==> src/rtl/svm_seq_dot_engine_if.sv <==
// Picker <-> SVM engine handshake bundle: weights/bias and sample in, pair decision and final winner out.
// The master side is the picker/host; the slave side is the dot-product engine.
interface svm_seq_dot_engine_if #(
   parameter int N_FEATURES   = 11,
   parameter int FEAT_WIDTH   = 4,
   parameter int WEIGHT_WIDTH = 8,
   parameter int BIAS_WIDTH   = 16
) ();
   logic                               start;
   logic [FEAT_WIDTH*N_FEATURES-1:0]   features;
   logic [WEIGHT_WIDTH*N_FEATURES-1:0] weight;
   logic [BIAS_WIDTH-1:0]              bia;
   logic                               picker_ready;
   logic [2:0]                         picker_winner;
   logic                               svmready;
   logic                               w_class;
   logic                               busy;
   logic                               done;
   logic [2:0]                         winner;
   logic                               err;

   modport master (
      output start, features, weight, bia, picker_ready, picker_winner,
      input  svmready, w_class, busy, done, winner, err
   );

   modport slave (
      input  start, features, weight, bia, picker_ready, picker_winner,
      output svmready, w_class, busy, done, winner, err
   );
endinterface

==> src/rtl/svm_seq_dot_engine.sv <==
// Sequential one-vs-one SVM evaluator: one MAC per clock over the latched sample, bias scoring,
// and a per-pair decision pulse answered by the picker until it reports a final winner.
module svm_seq_dot_engine #(
   parameter int N_FEATURES   = 11,
   parameter int N_CLASSES    = 7,
   parameter int FEAT_WIDTH   = 4,
   parameter int WEIGHT_WIDTH = 8,
   parameter int BIAS_WIDTH   = 16
) (
   input logic                clk,
   input logic                rst,
   svm_seq_dot_engine_if.slave bus
);
   localparam int ACC_WIDTH   = WEIGHT_WIDTH + FEAT_WIDTH + 1 + $clog2(N_FEATURES);
   localparam int SCORE_WIDTH = ((ACC_WIDTH > BIAS_WIDTH) ? ACC_WIDTH : BIAS_WIDTH) + 1;
   localparam int PROD_WIDTH  = FEAT_WIDTH + 1 + WEIGHT_WIDTH;
   localparam int IDX_WIDTH   = $clog2(N_FEATURES);
   localparam int CNT_WIDTH   = $clog2(N_CLASSES);
   localparam logic [IDX_WIDTH-1:0] IDX_LAST = IDX_WIDTH'(N_FEATURES - 1);
   localparam logic [CNT_WIDTH-1:0] CNT_LAST = CNT_WIDTH'(N_CLASSES - 1);
   localparam logic signed [SCORE_WIDTH-1:0] SCORE_ZERO = '0;

   typedef enum logic [1:0] {
      S_IDLE  = 2'd0,
      S_MAC   = 2'd1,
      S_SCORE = 2'd2,
      S_RESP  = 2'd3
   } state_t;

   state_t                           state_q, state_d;
   logic signed [ACC_WIDTH-1:0]      acc_q, acc_d;
   logic [IDX_WIDTH-1:0]             idx_q, idx_d;
   logic [CNT_WIDTH-1:0]             cmp_cnt_q, cmp_cnt_d;
   logic [FEAT_WIDTH*N_FEATURES-1:0] feat_q, feat_d;
   logic                             svmready_q, svmready_d;
   logic                             w_class_q, w_class_d;
   logic                             busy_q, busy_d;
   logic                             done_q, done_d;
   logic [2:0]                       winner_q, winner_d;
   logic                             err_q, err_d;

   logic signed [FEAT_WIDTH:0]       feat_s;
   logic signed [WEIGHT_WIDTH-1:0]   weight_s;
   logic signed [PROD_WIDTH-1:0]     prod_s;
   logic signed [BIAS_WIDTH-1:0]     bia_s;
   logic signed [SCORE_WIDTH-1:0]    score_s;

   // Datapath: feature is zero-extended so it multiplies as a non-negative signed value.
   always_comb begin
      feat_s   = $signed({1'b0, feat_q[idx_q*FEAT_WIDTH +: FEAT_WIDTH]});
      weight_s = $signed(bus.weight[idx_q*WEIGHT_WIDTH +: WEIGHT_WIDTH]);
      prod_s   = PROD_WIDTH'(feat_s) * PROD_WIDTH'(weight_s);
      bia_s    = $signed(bus.bia);
      score_s  = SCORE_WIDTH'(acc_q) + SCORE_WIDTH'(bia_s);
   end

   // Next-state and output decode for the IDLE/MAC/SCORE/RESP sequence.
   always_comb begin
      state_d    = state_q;
      acc_d      = acc_q;
      idx_d      = idx_q;
      cmp_cnt_d  = cmp_cnt_q;
      feat_d     = feat_q;
      svmready_d = 1'b0;
      w_class_d  = 1'b0;
      busy_d     = busy_q;
      done_d     = 1'b0;
      winner_d   = winner_q;
      err_d      = 1'b0;
      case (state_q)
         S_IDLE: begin
            // a start landing on the done/err pulse cycle is deliberately dropped
            if (bus.start && !done_q && !err_q) begin
               feat_d    = bus.features;
               acc_d     = '0;
               idx_d     = '0;
               cmp_cnt_d = '0;
               busy_d    = 1'b1;
               state_d   = S_MAC;
            end else begin
               state_d = S_IDLE;
            end
         end
         S_MAC: begin
            acc_d = acc_q + ACC_WIDTH'(prod_s);
            idx_d = idx_q + IDX_WIDTH'(1);
            if (idx_q == IDX_LAST) begin
               state_d = S_SCORE;
            end else begin
               state_d = S_MAC;
            end
         end
         S_SCORE: begin
            w_class_d  = (score_s >= SCORE_ZERO);
            svmready_d = 1'b1;
            cmp_cnt_d  = cmp_cnt_q + CNT_WIDTH'(1);
            state_d    = S_RESP;
         end
         S_RESP: begin
            if (bus.picker_ready) begin
               winner_d = bus.picker_winner;
               done_d   = 1'b1;
               busy_d   = 1'b0;
               state_d  = S_IDLE;
            end else if (cmp_cnt_q == CNT_LAST) begin
               err_d   = 1'b1;
               busy_d  = 1'b0;
               state_d = S_IDLE;
            end else begin
               acc_d   = '0;
               idx_d   = '0;
               state_d = S_MAC;
            end
         end
         default: begin
            state_d = S_IDLE;
         end
      endcase
   end

   // State and registered outputs; reset overrides everything.
   always_ff @(posedge clk) begin
      if (rst) begin
         state_q    <= S_IDLE;
         acc_q      <= '0;
         idx_q      <= '0;
         cmp_cnt_q  <= '0;
         feat_q     <= '0;
         svmready_q <= 1'b0;
         w_class_q  <= 1'b0;
         busy_q     <= 1'b0;
         done_q     <= 1'b0;
         winner_q   <= 3'd0;
         err_q      <= 1'b0;
      end else begin
         state_q    <= state_d;
         acc_q      <= acc_d;
         idx_q      <= idx_d;
         cmp_cnt_q  <= cmp_cnt_d;
         feat_q     <= feat_d;
         svmready_q <= svmready_d;
         w_class_q  <= w_class_d;
         busy_q     <= busy_d;
         done_q     <= done_d;
         winner_q   <= winner_d;
         err_q      <= err_d;
      end
   end

   assign bus.svmready = svmready_q;
   assign bus.w_class  = w_class_q;
   assign bus.busy     = busy_q;
   assign bus.done     = done_q;
   assign bus.winner   = winner_q;
   assign bus.err      = err_q;
endmodule

==> src/flat_wrapper.sv <==
// flat-port wrapper written by rule: the top's interface ports become plain ports
module svm_seq_dot_engine_flat 
#(
   parameter int N_FEATURES   = 11,
   parameter int N_CLASSES    = 7,
   parameter int FEAT_WIDTH   = 4,
   parameter int WEIGHT_WIDTH = 8,
   parameter int BIAS_WIDTH   = 16
)
  (clk, rst, bus_start, bus_features, bus_weight, bus_bia, bus_picker_ready, bus_picker_winner, bus_svmready, bus_w_class, bus_busy, bus_done, bus_winner, bus_err);
  svm_seq_dot_engine_if #(.N_FEATURES(N_FEATURES), .FEAT_WIDTH(FEAT_WIDTH), .WEIGHT_WIDTH(WEIGHT_WIDTH), .BIAS_WIDTH(BIAS_WIDTH)) bus_i ();
  input logic clk;
  input logic rst;
  input wire logic [$bits(bus_i.start)-1:0] bus_start;
  input wire logic [$bits(bus_i.features)-1:0] bus_features;
  input wire logic [$bits(bus_i.weight)-1:0] bus_weight;
  input wire logic [$bits(bus_i.bia)-1:0] bus_bia;
  input wire logic [$bits(bus_i.picker_ready)-1:0] bus_picker_ready;
  input wire logic [$bits(bus_i.picker_winner)-1:0] bus_picker_winner;
  output wire logic [$bits(bus_i.svmready)-1:0] bus_svmready;
  output wire logic [$bits(bus_i.w_class)-1:0] bus_w_class;
  output wire logic [$bits(bus_i.busy)-1:0] bus_busy;
  output wire logic [$bits(bus_i.done)-1:0] bus_done;
  output wire logic [$bits(bus_i.winner)-1:0] bus_winner;
  output wire logic [$bits(bus_i.err)-1:0] bus_err;
  assign bus_i.start = bus_start;
  assign bus_i.features = bus_features;
  assign bus_i.weight = bus_weight;
  assign bus_i.bia = bus_bia;
  assign bus_i.picker_ready = bus_picker_ready;
  assign bus_i.picker_winner = bus_picker_winner;
  assign bus_svmready = bus_i.svmready;
  assign bus_w_class = bus_i.w_class;
  assign bus_busy = bus_i.busy;
  assign bus_done = bus_i.done;
  assign bus_winner = bus_i.winner;
  assign bus_err = bus_i.err;
  svm_seq_dot_engine #(.N_FEATURES(N_FEATURES), .N_CLASSES(N_CLASSES), .FEAT_WIDTH(FEAT_WIDTH), .WEIGHT_WIDTH(WEIGHT_WIDTH), .BIAS_WIDTH(BIAS_WIDTH)) u_core (.clk(clk), .rst(rst), .bus(bus_i));
endmodule
==> config.mk <==
export PLATFORM = sky130hd
export DESIGN_NAME = svm_seq_dot_engine_flat
export DESIGN_NICKNAME = d
export VERILOG_FILES = /design/src/rtl/svm_seq_dot_engine_if.sv /design/src/rtl/svm_seq_dot_engine.sv /design/src/flat_wrapper.sv
export SDC_FILE = /design/constraint.sdc
export NUM_CORES = 1
export LEC_CHECK = 0
export CORE_MARGIN = 2
export CORE_UTILIZATION = 45
export CTS_CLUSTER_SIZE = 24
export DETAILED_ROUTE_END_ITERATION = 12
export DONT_BUFFER_PORTS = 1
export PLACE_DENSITY_LB_ADDON = 0.25
export SLEW_MARGIN = 0
export SYNTH_ARGS = -nofsm -noshare
export SYNTH_HDL_FRONTEND = slang
export SYNTH_SLANG_ARGS = --single-unit
==> constraint.sdc <==
create_clock -name clk -period 5.44 [get_ports clk]
set_clock_uncertainty 0.05 [all_clocks]
set_input_delay 0 -clock clk [delete_from_list [all_inputs] [get_ports clk]]
set_output_delay 0 -clock clk [all_outputs]
set_load 0.05 [all_outputs]
==> results of run 1 <==
==> Yosys cell counts, drive strengths merged (4+ instances only) <==
library cell and count:
nand2 120, a21oi 85, dfxtp 78, inv 70
nor2 70, ha 55, o21ai 42, fa 36
mux2i 28, mux4 24, buf 18, clkbuf 18
or2 9, xnor2 8, xor2 6, a211oi 5
a22o 5, a31oi 5, nand3 4, o21bai 4
==> state kept, by name, indices dropped and copies added (netlist names), named ones only <==
register / cells
u_core.feat_q: 44
u_core.acc_q: 17
u_core.idx_q: 4
u_core.bus.winner: 3
u_core.cmp_cnt_q: 3
u_core.bus.busy: 1
u_core.bus.done: 1
u_core.bus.err: 1
u_core.bus.svmready: 1
u_core.bus.w_class: 1
u_core.state_q: 1
==> layout make-up <==
class                   instances  area, um^2
multi-input cells             548        4330
well taps                     180         225
clock inverters                 7        55.1
fillers                      1267        6450
inverters                      70         263
repair buffers                 68         662
flip-flops and latches         78        1570
clock buffers                   9         225
diodes                          1        2.50
==> path summary, 6_finish.rpt <==
| kind | start | cells after the start | end |
|---|---|---|---|
| worst min-delay path | bus_bia[5] | 3 | u_core.bus.w_class |
| worst min register to register | u_core.feat_q[16] | 2 | u_core.feat_q[16] |
| worst max register to register | u_core.idx_q[1] | 18 | u_core.acc_q[15] |
| worst max-delay path | u_core.idx_q[1] | 18 | u_core.acc_q[15] |
==> layer usage <==
| layer | up-vias | track usage (%) |
|---|---|---|
| met5 | - | 0 |
| met4 | 2 | 7.11 |
| met2 | 156 | 38.7 |
| met1 | 2582 | 30.2 |
| li1 | 2575 | - |
| met3 | 28 | 5.86 |
==> logic make-up (layout without fill, tap and decap cells) <==
group / Yosys count / count (layout) / synth area share [%]
AND/OR/NAND/NOR: 230 / 230 / 15.6
AO/OA/AOI/OAI: 160 / 160 / 15.2
buffers and inverters: 106 / 154 / 6.96
adder cells (fa/ha/maj): 91 / 91 / 22.3
flip-flops: 78 / 78 / 24.7
multiplexers: 53 / 53 / 13.3
XOR/XNOR: 14 / 14 / 1.94
other: 0 / 1 / 0
==> tightest hold or removal path, delay by kind of cell <==
kind | cells | cell delay, ps
compound gates | 2 | 220
fa+ha+maj | 1 | 140
==> power by group <==
part | internal, mW | total (mW) | switching, mW
registers | 0.603 | 0.639 | 0.0355
logic | 0.223 | 0.502 | 0.280
clock network | 0.314 | 0.579 | 0.266
==> layout by cell type, fill, tap and decap left out, types with 4 or more instances in the layout <==
cell type	n
sky130_fd_sc_hd__dlygate4sd3_1	51
sky130_fd_sc_hd__inv_1	69
sky130_fd_sc_hd__o21ai_1	16
sky130_fd_sc_hd__a211oi_1	4
sky130_fd_sc_hd__a22o_1	5
sky130_fd_sc_hd__xor2_1	6
sky130_fd_sc_hd__xnor2_1	8
sky130_fd_sc_hd__a21oi_1	76
sky130_fd_sc_hd__mux2i_1	28
sky130_fd_sc_hd__a31oi_1	5
sky130_fd_sc_hd__clkbuf_16	9
sky130_fd_sc_hd__a21oi_2	6
sky130_fd_sc_hd__nand3_1	4
sky130_fd_sc_hd__or2_1	8
sky130_fd_sc_hd__dfxtp_1	76
sky130_fd_sc_hd__o21bai_1	4
sky130_fd_sc_hd__nor2_1	67
sky130_fd_sc_hd__o21ai_0	25
sky130_fd_sc_hd__ha_1	55
sky130_fd_sc_hd__fa_1	36
sky130_fd_sc_hd__buf_4	15
sky130_fd_sc_hd__nand2_1	120
sky130_fd_sc_hd__mux4_2	22
==> what timing repair did <==
action                                  CTS  global route
hold buffers                             52             0
gates resized for setup                   0             4
endpoints found under the setup margin    0             7
endpoints found under the hold margin    77             0
==> results.txt, run 1 <==
In the synthesized netlist the dominant register cell turns out to be sky130_fd_sc_hd__dfxtp_1. After synthesis, flip-flops and latches occupy 24.7% of the total area. The dominant delay contributor by cell family on the critical path was adder cells.

The cell count after synthesis came out at 732. Yosys mapped the design onto 59 distinct sky130hd cell types. Together, buffers and inverters on the worst path number 3.

Clock net sink count: 78. STA classifies the critical path startpoint as a register. For the number of hold-slack violations in the final timing report, the log shows 0. The H-tree generated during clock tree synthesis spans 3 levels. The floorplan step defined a die boundary enclosing 15000 um^2. In the final routed layout, each cell accounts on average for 17.7 um. TritonCTS built the clock tree. The signal on the critical path passes through buf_4, mux4_2, mux2i_1, nor2_1, a21oi_2, nor2_1, fa_1, fa_1, inv_1, fa_1, inv_1, ha_1, o21a_1, and2_1, a22oi_2, o31ai_1, xnor2_1, o21ai_1.

For this run, asynchronously set or reset flops after synthesis account for 0%. For the pin with the worst max-slew slack, the measured transition is 945 ps. Timing analysis after detailed placement gives a worst setup slack of 157 ps. The flow ran to the end, and the final reports show no timing, DRC or antenna violations. Once detail routing completed, the nets flagged for antenna violations numbered 0.

The post-layout instance count excluding filler cells was 961; the number of antenna violations at the first check in global routing was 3. Summed over all failing endpoints, the final setup total negative slack is 0 ps. Largest fanout of any net on the critical path: 18. After detailed routing, the wire length on met1 is 7.30 mm. In the detailed route, the total length drawn on met2 is 8.40 mm. On the worst path, the slowest cell contributes a delay of 640 ps.

Final design instance area without fill: 7330 um^2. Yosys attributes the largest share of cell area to sky130_fd_sc_hd__dfxtp_1 25%, sky130_fd_sc_hd__fa_1 11%, sky130_fd_sc_hd__ha_1 11%. During placement, the flow inserted port buffers numbering 0. Once the clock tree was built, the setup fixing pass inserted 0 buffers. Setup repair after global routing left no endpoint under its margin. The die outline height was 122 um. The tools report the total number of vias as 5343. A synthesized cell averages 8.62 um^2. The total count of max-transition violations in the final report is 0.

The floorplan die width works out to 122 um. STA classifies the critical path endpoint as a register. Across the run, the number of max-cap violations was 0.

For the routed wire length on met3, the log shows 920 um. The cell count after placement was 892; the leakage power was 3.06 nW. The highest metal layer carrying signal wires in the routed design is met5. The share of the clock period used by the worst path is 94.5%.

Yosys mapped a number of flops with a built-in enable equal to 0. The tightest min-delay check is of the in2reg type. The number of global-route vias before repair is 5312, and the number of DRC markers in iteration 0 is 363. The clock reaches the later pin of the worst-skew pair after 350 ps. The startpoint-to-endpoint class of the critical path is reg2reg. In this run the clock root is driven by a sky130_fd_sc_hd__clkbuf_16. Counting flops and latches in the post-synthesis netlist gives 78. The run gives 0.195 GHz as the highest clock rate. The maximum ir drop on the vdd rail came out at 0.270 mV.

The per-cell via count in the routed design was 5.56; the post-DP HPWL was 13.0 mm. For this run the aggregate overflow at the end of global routing stands at 0. After synthesis, the largest area contributor takes up 24.7% of total cell area.

Data on the critical path is required at its endpoint by 5610 ps. The final layout contains 1021 nets. The setup check on the worst reg-to-reg path leaves a slack of 300 ps. In this run the cell area of the synthesized design comes to 6310 um^2. The first global-routing pass estimated 26.8 mm of wire.

The maximum number of pins on one net before global-route repair is 59, and the layout overhead on the synthesized area is 16.1%. The final critical-path setup slack was 300 ps; the number of warnings reported in the yosys synthesis log was 0. In this run, CTS created clock tree buffers numbering 9. Global routing used 23.4% of the available tracks. The total nets after synthesis was 978. The cell area after placement came out at 6490 um^2. For this design the ratio of total power to cell area is 235 nW/um^2. On the final layout, the worst hold slack is 8.39 ps. The share of cells above drive strength 1 was 10.0%; the clock edge transition at the registers on the reported setup and hold paths was 70 ps. Before antenna repair, the detailed router went through 5 iterations. For this block, the routed nets add up to 17.0 mm of wire. Routability-driven placement finished with a final weighted congestion of 0.849. Power comes to 1.72 mW.

Among the stages of the critical path, the cell type that occurs most often is sky130_fd_sc_hd__fa_1. The floorplan step defined a core boundary enclosing 13800 um^2. Once the floorplan was initialized, standard cells occupied 45.8% of the core. The final core utilization is 53.2%, and the count of boundary I/O pins is 163.

The time the worst path needs with I/O delays and setup was 5140 ps. In the routed design, unresolved DRC markers number 0. The run gives 0 as the final-report setup violation count. In this run the core area contains 43 standard-cell rows.

Measured against its own limit, the worst slew margin works out to 37.0%. The clock passes through at most 2 buffers. The cell with the biggest individual delay on the critical path is sky130_fd_sc_hd__dfxtp_2. Data arrives at the worst endpoint at 5310 ps. The synthesized design spends more area on one cell type than any other, namely sky130_fd_sc_hd__dfxtp_1.
No activity file was read; power rests on OpenSTA's default activity.
==> inputs of run 2 (changes only) <==
--- a/config.mk
+++ b/config.mk
@@ -5,6 +5,7 @@
 export SDC_FILE = /design/constraint.sdc
 export NUM_CORES = 1
 export LEC_CHECK = 0
+export ABC_AREA = 1
 export CORE_MARGIN = 2
 export CORE_UTILIZATION = 45
 export CTS_CLUSTER_SIZE = 24
==> results.txt, run 2 <==
The run finished with clean final reports. The total count of max-transition violations in the final report is 0 (unchanged), and the die outline height is 126 um (+2.8%). The XOR/XNOR share of the synthesized area is 0.786% (-1.2 points), and the transition time at the pin with the least slew margin is 1160 ps (+213 ps). For the total die area, the log shows 15800 um^2 (+5.7%). The library cells used most frequently in the layout, excluding fill and tap cells, are 192 x sky130_fd_sc_hd__nand2_1, 176 x sky130_fd_sc_hd__nor2_1, 133 x sky130_fd_sc_hd__inv_1. The worst-skew pair later-pin latency was 350 ps (about the same).

The run gives 1253 (+23%) as the total number of nets in the final design. The total nets after synthesis was 1219 (+25%). The longest individual stage delay on the worst path was 600 ps (-40 ps). Clock edge transition at the registers on the reported setup and hold paths: 70 ps (about the same). The mean area per synthesized cell works out to 6.87 um^2 (-20%). The startpoint of the most critical register-to-register path is u_core.idx_q[0].

The final critical-path setup slack is 578 ps (+278 ps). Most used cell along the critical path: sky130_fd_sc_hd__nand2_1. The largest buffer count on any clock path is 2 (unchanged), and the effective utilization at floorplan is 46.0% (+0.16 points).

For the number of clock buffers inserted by TritonCTS, the log shows 9 (unchanged). The tools report the final routed wirelength across all metal layers as 17.7 mm (+4.1%). The maximum number of pins on one net before global-route repair is 51 (-14%), and the complex-gate fraction of the synthesized area is 15.0% (-0.15 points). The dominant combinational cell family by area after synthesis is simple AND/OR/NAND/NOR gates. The number of DRC violations after detailed routing is 0 (unchanged), and the area of the core is 14500 um^2 (+5.5%). The number of buffer and inverter stages on the critical path is 4 (+1), and the time the worst path needs with I/O delays and setup is 4860 ps (-278 ps).

Traced cell by cell, the critical path runs through buf_4, nor2_1, a21oi_1, a22oi_1, o21ai_4, nand2_2, inv_2, fa_1, fa_1, inv_1, fa_1, inv_1, ha_1, nand2_1, nor2_1, and2_1, nand2_1, nand2_1, nand2_1, nand3_1, nand2_1. The number of standard-cell rows in the floorplan came out at 44 (+2.3%). The worst hold path begins at bus_picker_ready.

STA classifies the critical path endpoint as a register. The library cell used most frequently in the layout, excluding fill and tap cells, is sky130_fd_sc_hd__nand2_1. The share of cells above drive strength 1 was 5.83% (-4.2 points).

The total power density per cell area was 360 nW/um^2 (+53%). The tools report the library cell used as clock root buffer as sky130_fd_sc_hd__clkbuf_16. The simple-gate portion of the synthesized area is 28.0% (+12 points), and the final-layout setup total negative slack is 0 ps (unchanged).

The count of buffers inserted at the top-level ports was 0 (unchanged); the floorplan die width was 126 um (+2.8%). For the post-DP HPWL, the log shows 13.4 mm (+3.1%). Average detailed-routed wire length per instance: 14.8 um (-16%).

Startpoint-to-endpoint class of the critical path: reg2reg. The dominant delay contributor by cell family on the critical path was adder cells. The logs give 3 (unchanged) for the number of levels in the clock H-tree and 5913 (+11%) for the number of global-route vias before repair. Counting flops per register, the top entry is u_core.feat_q.

The overall routing resource usage is 22.6% (-0.78 points), and the flip-flop count of the largest register, all copies and words added is 44 (unchanged). The classification of the worst-slack hold path was in2reg. The cell area after placement is 6720 um^2 (+3.6%), and the antenna diode count is 0 (-1). The arrival time of data at the critical path endpoint is 5060 ps (-250 ps), and the maximum ir drop on the vdd rail is 0.191 mV (-29%). The highest clock rate is 0.206 GHz (+5.7%). The share of synthesized area occupied by flip-flops and latches is 23.4% (-1.4 points). By area the synthesized netlist is led by sky130_fd_sc_hd__dfxtp_1 23%, sky130_fd_sc_hd__fa_1 11%, sky130_fd_sc_hd__nand2_1 11%.

The total number of vias was 6250 (+17%). The share of Yosys cell area claimed by the top area cell type works out to 23.4% (-1.4 points). The remaining number of nets flagged by the antenna check after routing is 0 (unchanged). Compared with the post-synthesis result, the final layout area differs by 13.1%.

Final design instance area without fill: 7560 um^2 (+3.2%). The number of standard cells after synthesis is 973 (+33%), and the placer's final routability congestion estimate is 0.932 (+9.8%). For the post-place setup slack, the log shows 595 ps (+438 ps). For this design, the slowest cell found on the critical path is sky130_fd_sc_hd__dfxtp_2.

The fraction of registers with async set or reset after synthesis was 0% (unchanged). The total overflow reported by the global router is 0 (unchanged). The post-synthesis share of cell area spent on full adders, half adders and majority gates was 21.1% (-1.2 points); the number of inserted filler cells in the final layout was 1472 (+16%).

The biggest area contributor in the post-synthesis netlist is sky130_fd_sc_hd__dfxtp_1. The mux cell area share after synthesis works out to 0% (-13 points). The tools report the number of antenna violations at the first check in global routing as 0 (-3). Tracing the worst setup path back leads to its startpoint at u_core.idx_q[0]. The count of boundary I/O pins was 163 (unchanged); the per-cell via count in the routed design was 5.23 (-6.0%). STA classifies the critical path startpoint as a register.

The share of the clock period used by the worst path is 89.4% (-5.1 points), and the number of setup buffers added after CTS is 0 (unchanged). The tools report the detailed-routing iteration count for the pre-antenna-repair pass as 5 (unchanged). By count the netlist is led by 192 x sky130_fd_sc_hd__nand2_1, 176 x sky130_fd_sc_hd__nor2_1, 133 x sky130_fd_sc_hd__inv_1. The global-route wire length before repair came out at 28.9 mm (+7.8%). The number of warnings reported in the yosys synthesis log is 0 (unchanged), and the leakage power is 3.69 nW (+21%). The worst-case headroom to the max-slew limit is 22.8% (-14 points), and the synthesized flop and latch total is 78 (unchanged).

The largest registers in the layout are u_core.feat_q x44, u_core.acc_q x17, u_core.idx_q x4. The logs give 368 (+1.4%) for the number of DRC markers in iteration 0 and 6680 um^2 (+5.9%) for the post-synthesis instance area. Setup repair after global routing left no endpoint under its margin. The most used flip-flop cell after synthesis is sky130_fd_sc_hd__dfxtp_1.

The count of flip-flops with a built-in enable after synthesis was 0 (unchanged); the number of different library cells in the post-synthesis netlist was 41 (-31%). The number of hold-slack violations in the final timing report came out at 0 (unchanged). Clock net sink count: 78 (unchanged). The largest fanout of any net on the critical path works out to 27 (+9). The max-capacitance violation count was 0 (unchanged); the final-report setup violation count was 0 (unchanged). The library cell with the highest instance count after synthesis was sky130_fd_sc_hd__nand2_1. The run gives 5640 ps (+30 ps) as the worst path required time.

TritonCTS built the clock tree.
-- run 2: area by class of cell --
type / instances / area, um^2 / share of cell area [%]
multi-input combinational: 714 / 4340 / 57.4
sequential: 78 / 1560 / 20.7
timing repair buffer: 62 / 603 / 7.98
inverter: 142 / 539 / 7.14
tap: 184 / 230 / 3.05
clock buffer: 9 / 225 / 2.98
clock inverter: 7 / 58.8 / 0.778
-- run 2: power breakdown --
part,internal [mW],total [mW],switching (mW)
combinational,0.534,1.43,0.895
clock,0.316,0.586,0.270
sequential,0.637,0.710,0.0729
-- run 2: per-stage QoR --
stage               hold slack (ps)  utilization, %  cells  power (mW)
floorplan                      27.1               -    973        1.81
global route                   37.3            52.0   1196        3.03
CTS                            14.8            52.0   1196        2.73
detailed placement             25.6            46.3   1125        2.11
global placement               20.7            46.3   1125        2.10
finish                         15.0            52.0   1196        2.72
-- run 2: routing by layer --
layer | vias to the layer above | GRT usage [%] | part of all wire, %
met2 | 196 | 37.4 | 46
met1 | 2856 | 29.9 | 45
met4 | 0 | 7.50 | 2.6
met5 | - | 0 | 0
met3 | 33 | 4.25 | 5.8
li1 | 3165 | - | -
-- run 2: timing repair --
item,CTS,global route
hold buffers,55,0
endpoints found under the hold margin,68,0
gates resized for setup,0,0
setup endpoints to repair,0,0
-- run 2: worst min-delay path, delay by kind of cell --
family / cells / cell delay [ps]
and+or+nand+nor: 3 / 340
buffers and inverters: 1 / 30
-- run 2: final timing paths --
path	slack (ps)	endpoint	cells after the start
setup reg to reg	580	u_core.acc_q[15]	21
setup / recovery	580	u_core.acc_q[15]	21
hold / removal	10	u_core.bus.busy	4
hold reg to reg	410	u_core.feat_q[39]	2
-- run 2: logic make-up after synthesis --
kind of cell             after synthesis
adder cells (fa/ha/maj)               91
XOR/XNOR                               6
buffers and inverters                181
AND/OR/NAND/NOR                      448
AO/OA/AOI/OAI                        169
flip-flops                            78
==> inputs of run 3 (changes only) <==
--- a/config.mk
+++ b/config.mk
@@ -12,6 +12,7 @@
 export DETAILED_ROUTE_END_ITERATION = 12
 export DONT_BUFFER_PORTS = 1
 export PLACE_DENSITY_LB_ADDON = 0.25
+export REMOVE_ABC_BUFFERS = 1
 export SLEW_MARGIN = 0
 export SYNTH_ARGS = -nofsm -noshare
 export SYNTH_HDL_FRONTEND = slang
==> results.txt, run 3 (synthesized netlist as in run 2, its figures left out) <==
Total overflow reported by the global router: 0 (unchanged). The share of cells above drive strength 1 is 5.84% (+0.012 points). The longest individual stage delay on the worst path is 630 ps (+30 ps), and the per-cell via count in the routed design is 5.27 (+0.82%). The post-place setup slack was 595 ps (-0.162 ps); the total design power was 2.79 mW (+2.5%). The run gives 0 (unchanged) as the final-report setup violation count. The run gives 0.896 (-3.8%) as the placer's final routability congestion estimate. The run gives 0 (unchanged) as the remaining number of nets flagged by the antenna check after routing. In the final layout, the registers with the most flip-flops are u_core.feat_q x44, u_core.acc_q x17, u_core.idx_q x4. In this run the worst setup path begins at u_core.idx_q[0]. The total die area was 15800 um^2 (unchanged); the number of standard-cell rows in the floorplan was 44 (unchanged). The clock edge transition at the registers on the reported setup and hold paths is 60 ps (about the same), and the transition time at the pin with the least slew margin is 745 ps (-412 ps). The count of buffers inserted at the top-level ports works out to 0 (unchanged). Average detailed-routed wire length per instance: 15.0 um (+1.8%). The run gives 2 (unchanged) as the largest buffer count on any clock path.

For the number of inserted filler cells in the final layout, the log shows 1506 (+2.3%). For the worst-case headroom to the max-slew limit, the log shows 50.3% (+27 points). The tools report the number of DRC violations after detailed routing as 0 (unchanged). The logs give 6119 (+3.5%) for the number of global-route vias before repair and 0.171 mV (-10%) for the maximum ir drop on the vdd rail. The worst path required time came out at 5660 ps (+20 ps). The total power density per cell area was 368 nW/um^2 (+2.2%). The floorplan die width came out at 126 um (unchanged).

Setup repair after global routing left no endpoint under its margin. In this run the critical register-to-register path is captured at u_core.acc_q[11]. The number of cells on the worst reg-to-reg path came out at 22 (+4.8%). Relative to the synthesized area, the layout overhead comes to 13.4%. The area taken by multi-input logic gates is 4340 um^2 (unchanged), and the time the worst path needs with I/O delays and setup is 4890 ps (+29.5 ps). The critical path ends at u_core.acc_q[11]. The die outline height was 126 um (unchanged).

The max-capacitance violation count was 0 (unchanged). The final routed wirelength across all metal layers was 18.0 mm (+1.7%); the final-layout setup total negative slack was 0 ps (unchanged). For the area of the core, the log shows 14500 um^2 (unchanged).

In this run the critical register-to-register path is launched from u_core.idx_q[0]. Worst-skew pair later-pin latency: 340 ps (about the same). The most common cell after layout, fill and taps aside was sky130_fd_sc_hd__nand2_1. The logs give 52.1% (+0.14 points) for the final core utilization and 297 (-19%) for the number of DRC markers in iteration 0. The combined flip-flop and latch cell area was 1560 um^2 (unchanged). The clock net sink count came out at 78 (unchanged). The total number of nets in the final design came out at 1251 (-0.16%). The flip-flop count of the largest register, all copies and words added came out at 44 (unchanged). The tools report the number of antenna violations at the first check in global routing as 1 (+1).

The tools report the total count of max-transition violations in the final report as 0 (unchanged). The startpoint-to-endpoint class of the critical path was reg2reg. The number of hold-slack violations in the final timing report was 0 (unchanged). For the number of clock buffers inserted by TritonCTS, the log shows 9 (unchanged). The root buffer cell chosen for the clock tree is sky130_fd_sc_hd__clkbuf_16. The register-to-register setup slack is 550 ps (-30 ps).

Register containing the most flip-flops in the final layout: u_core.feat_q. In the layout the commonest cells are 192 x sky130_fd_sc_hd__nand2_1, 176 x sky130_fd_sc_hd__nor2_1, 133 x sky130_fd_sc_hd__inv_1. The largest fanout of any net on the critical path is 23 (-15%), and the global-route wire length before repair is 29.6 mm (+2.2%). The critical path goes through buf_4, nor2_1, nor2_1, o21ai_1, nand4_1, nand3_1, o21ai_4, nand2_2, inv_2, fa_1, fa_1, inv_1, fa_1, inv_1, ha_1, a21oi_1, nand2_1, inv_1, nand3_1, nand2_1, nand2_1, o21ai_0. TritonCTS built the clock tree. Effective utilization at floorplan: 46.0% (unchanged). The flow ran to the end, and the final reports show no timing, DRC or antenna violations.

For the count of boundary I/O pins, the log shows 163 (unchanged). The share of the clock period used by the worst path was 89.9% (+0.54 points); the total number of vias was 6296 (+0.74%). The number of setup buffers added after CTS is 0 (unchanged). The highest clock rate is 0.204 GHz (-0.60%), and the leakage power is 3.70 nW (+0.28%).

The logs give 51 (unchanged) for the maximum number of pins on one net before global-route repair and 5 (unchanged) for the detailed-routing iteration count for the pre-antenna-repair pass. For the overall routing resource usage, the log shows 23.1% (+0.53 points). The min-delay analysis places its worst path in the category in2reg.

STA classifies the critical path endpoint as a register. On the critical path, the stage with the largest delay is an instance of sky130_fd_sc_hd__dfxtp_2. STA classifies the critical path startpoint as a register. The number of levels in the clock H-tree came out at 3 (unchanged).

For the final critical-path setup slack, the log shows 548 ps (-29.5 ps). The arrival time of data at the critical path endpoint came out at 5110 ps (+50 ps). The run gives 13.4 mm (-0.28%) as the post-DP HPWL.
==> run 3: cell types whose count changed in the layout (fill, tap and decap cells not counted) <==
cell / change
sky130_fd_sc_hd__buf_4: +1
sky130_fd_sc_hd__clkbuf_1: +1
sky130_fd_sc_hd__clkbuf_8: +1
sky130_fd_sc_hd__clkinv_4: -3
sky130_fd_sc_hd__inv_8: -1
sky130_fd_sc_hd__bufinv_16: +2
sky130_fd_sc_hd__dlygate4sd3_1: -3
sky130_fd_sc_hd__diode_2: +1
==> run 3: layer usage <==
layer	vias up	GRT usage [%]	share of wire [%]
met1	2894	29.6	44
met5	-	0	0
li1	3169	-	-
met4	0	8.86	2.3
met2	207	39.6	48
met3	26	3.36	5.9
==> run 3: per-stage QoR <==
stage,hold WS (ps),std cells,area [um^2]
finish,48.3,1195,7580
global placement,22.2,1126,6730
global route,69.4,1195,7580
CTS,43.3,1194,7570
floorplan,19.1,934,6440
detailed placement,23.3,1126,6730
==> run 3: timing repair <==
action,4_1_cts,5_1_grt
setup endpoints to repair,0,0
endpoints found under the hold margin,70,0
resized for setup,0,0
hold buffers,52,0
==> run 3: how the worst min path moves through the flow <==
stage	slack, ps	end	from	cells past startpoint
floorplan	20	u_core.bus.winner[0]	rst	1
global placement	20	u_core.cmp_cnt_q[2]	rst	1
detailed placement	20	u_core.cmp_cnt_q[2]	rst	1
CTS	40	u_core.bus.busy	bus_picker_ready	4
global route	70	u_core.state_q[0]	bus_picker_ready	4
finish	50	u_core.bus.busy	bus_picker_ready	4
==> run 3: layout make-up <==
class                      instances  share of cell area [%]
multi-input combinational        714                    57.2
sequential                        78                    20.6
timing repair buffer              60                    7.66
inverter                         142                    7.12
clock buffer                      11                    3.20
tap                              184                    3.04
clock inverter                     5                    1.07
antenna                            1                  0.0330
==> run 3: critical path: cells and delay by family (launching register included) <==
family                     cells  cell delay, ps
adders and majority gates      4            1840
DFF                            1             630
and+or+nand+nor                9             920
AOI/OAI and AO/OA              4             630
buffers and inverters          5             750
==> run 3: power by group <==
group / leakage, nW / switching, mW / internal, mW
Sequential: 0.641 / 0.0676 / 0.637
Clock: 0.156 / 0.253 / 0.416
Combinational: 2.90 / 0.884 / 0.535
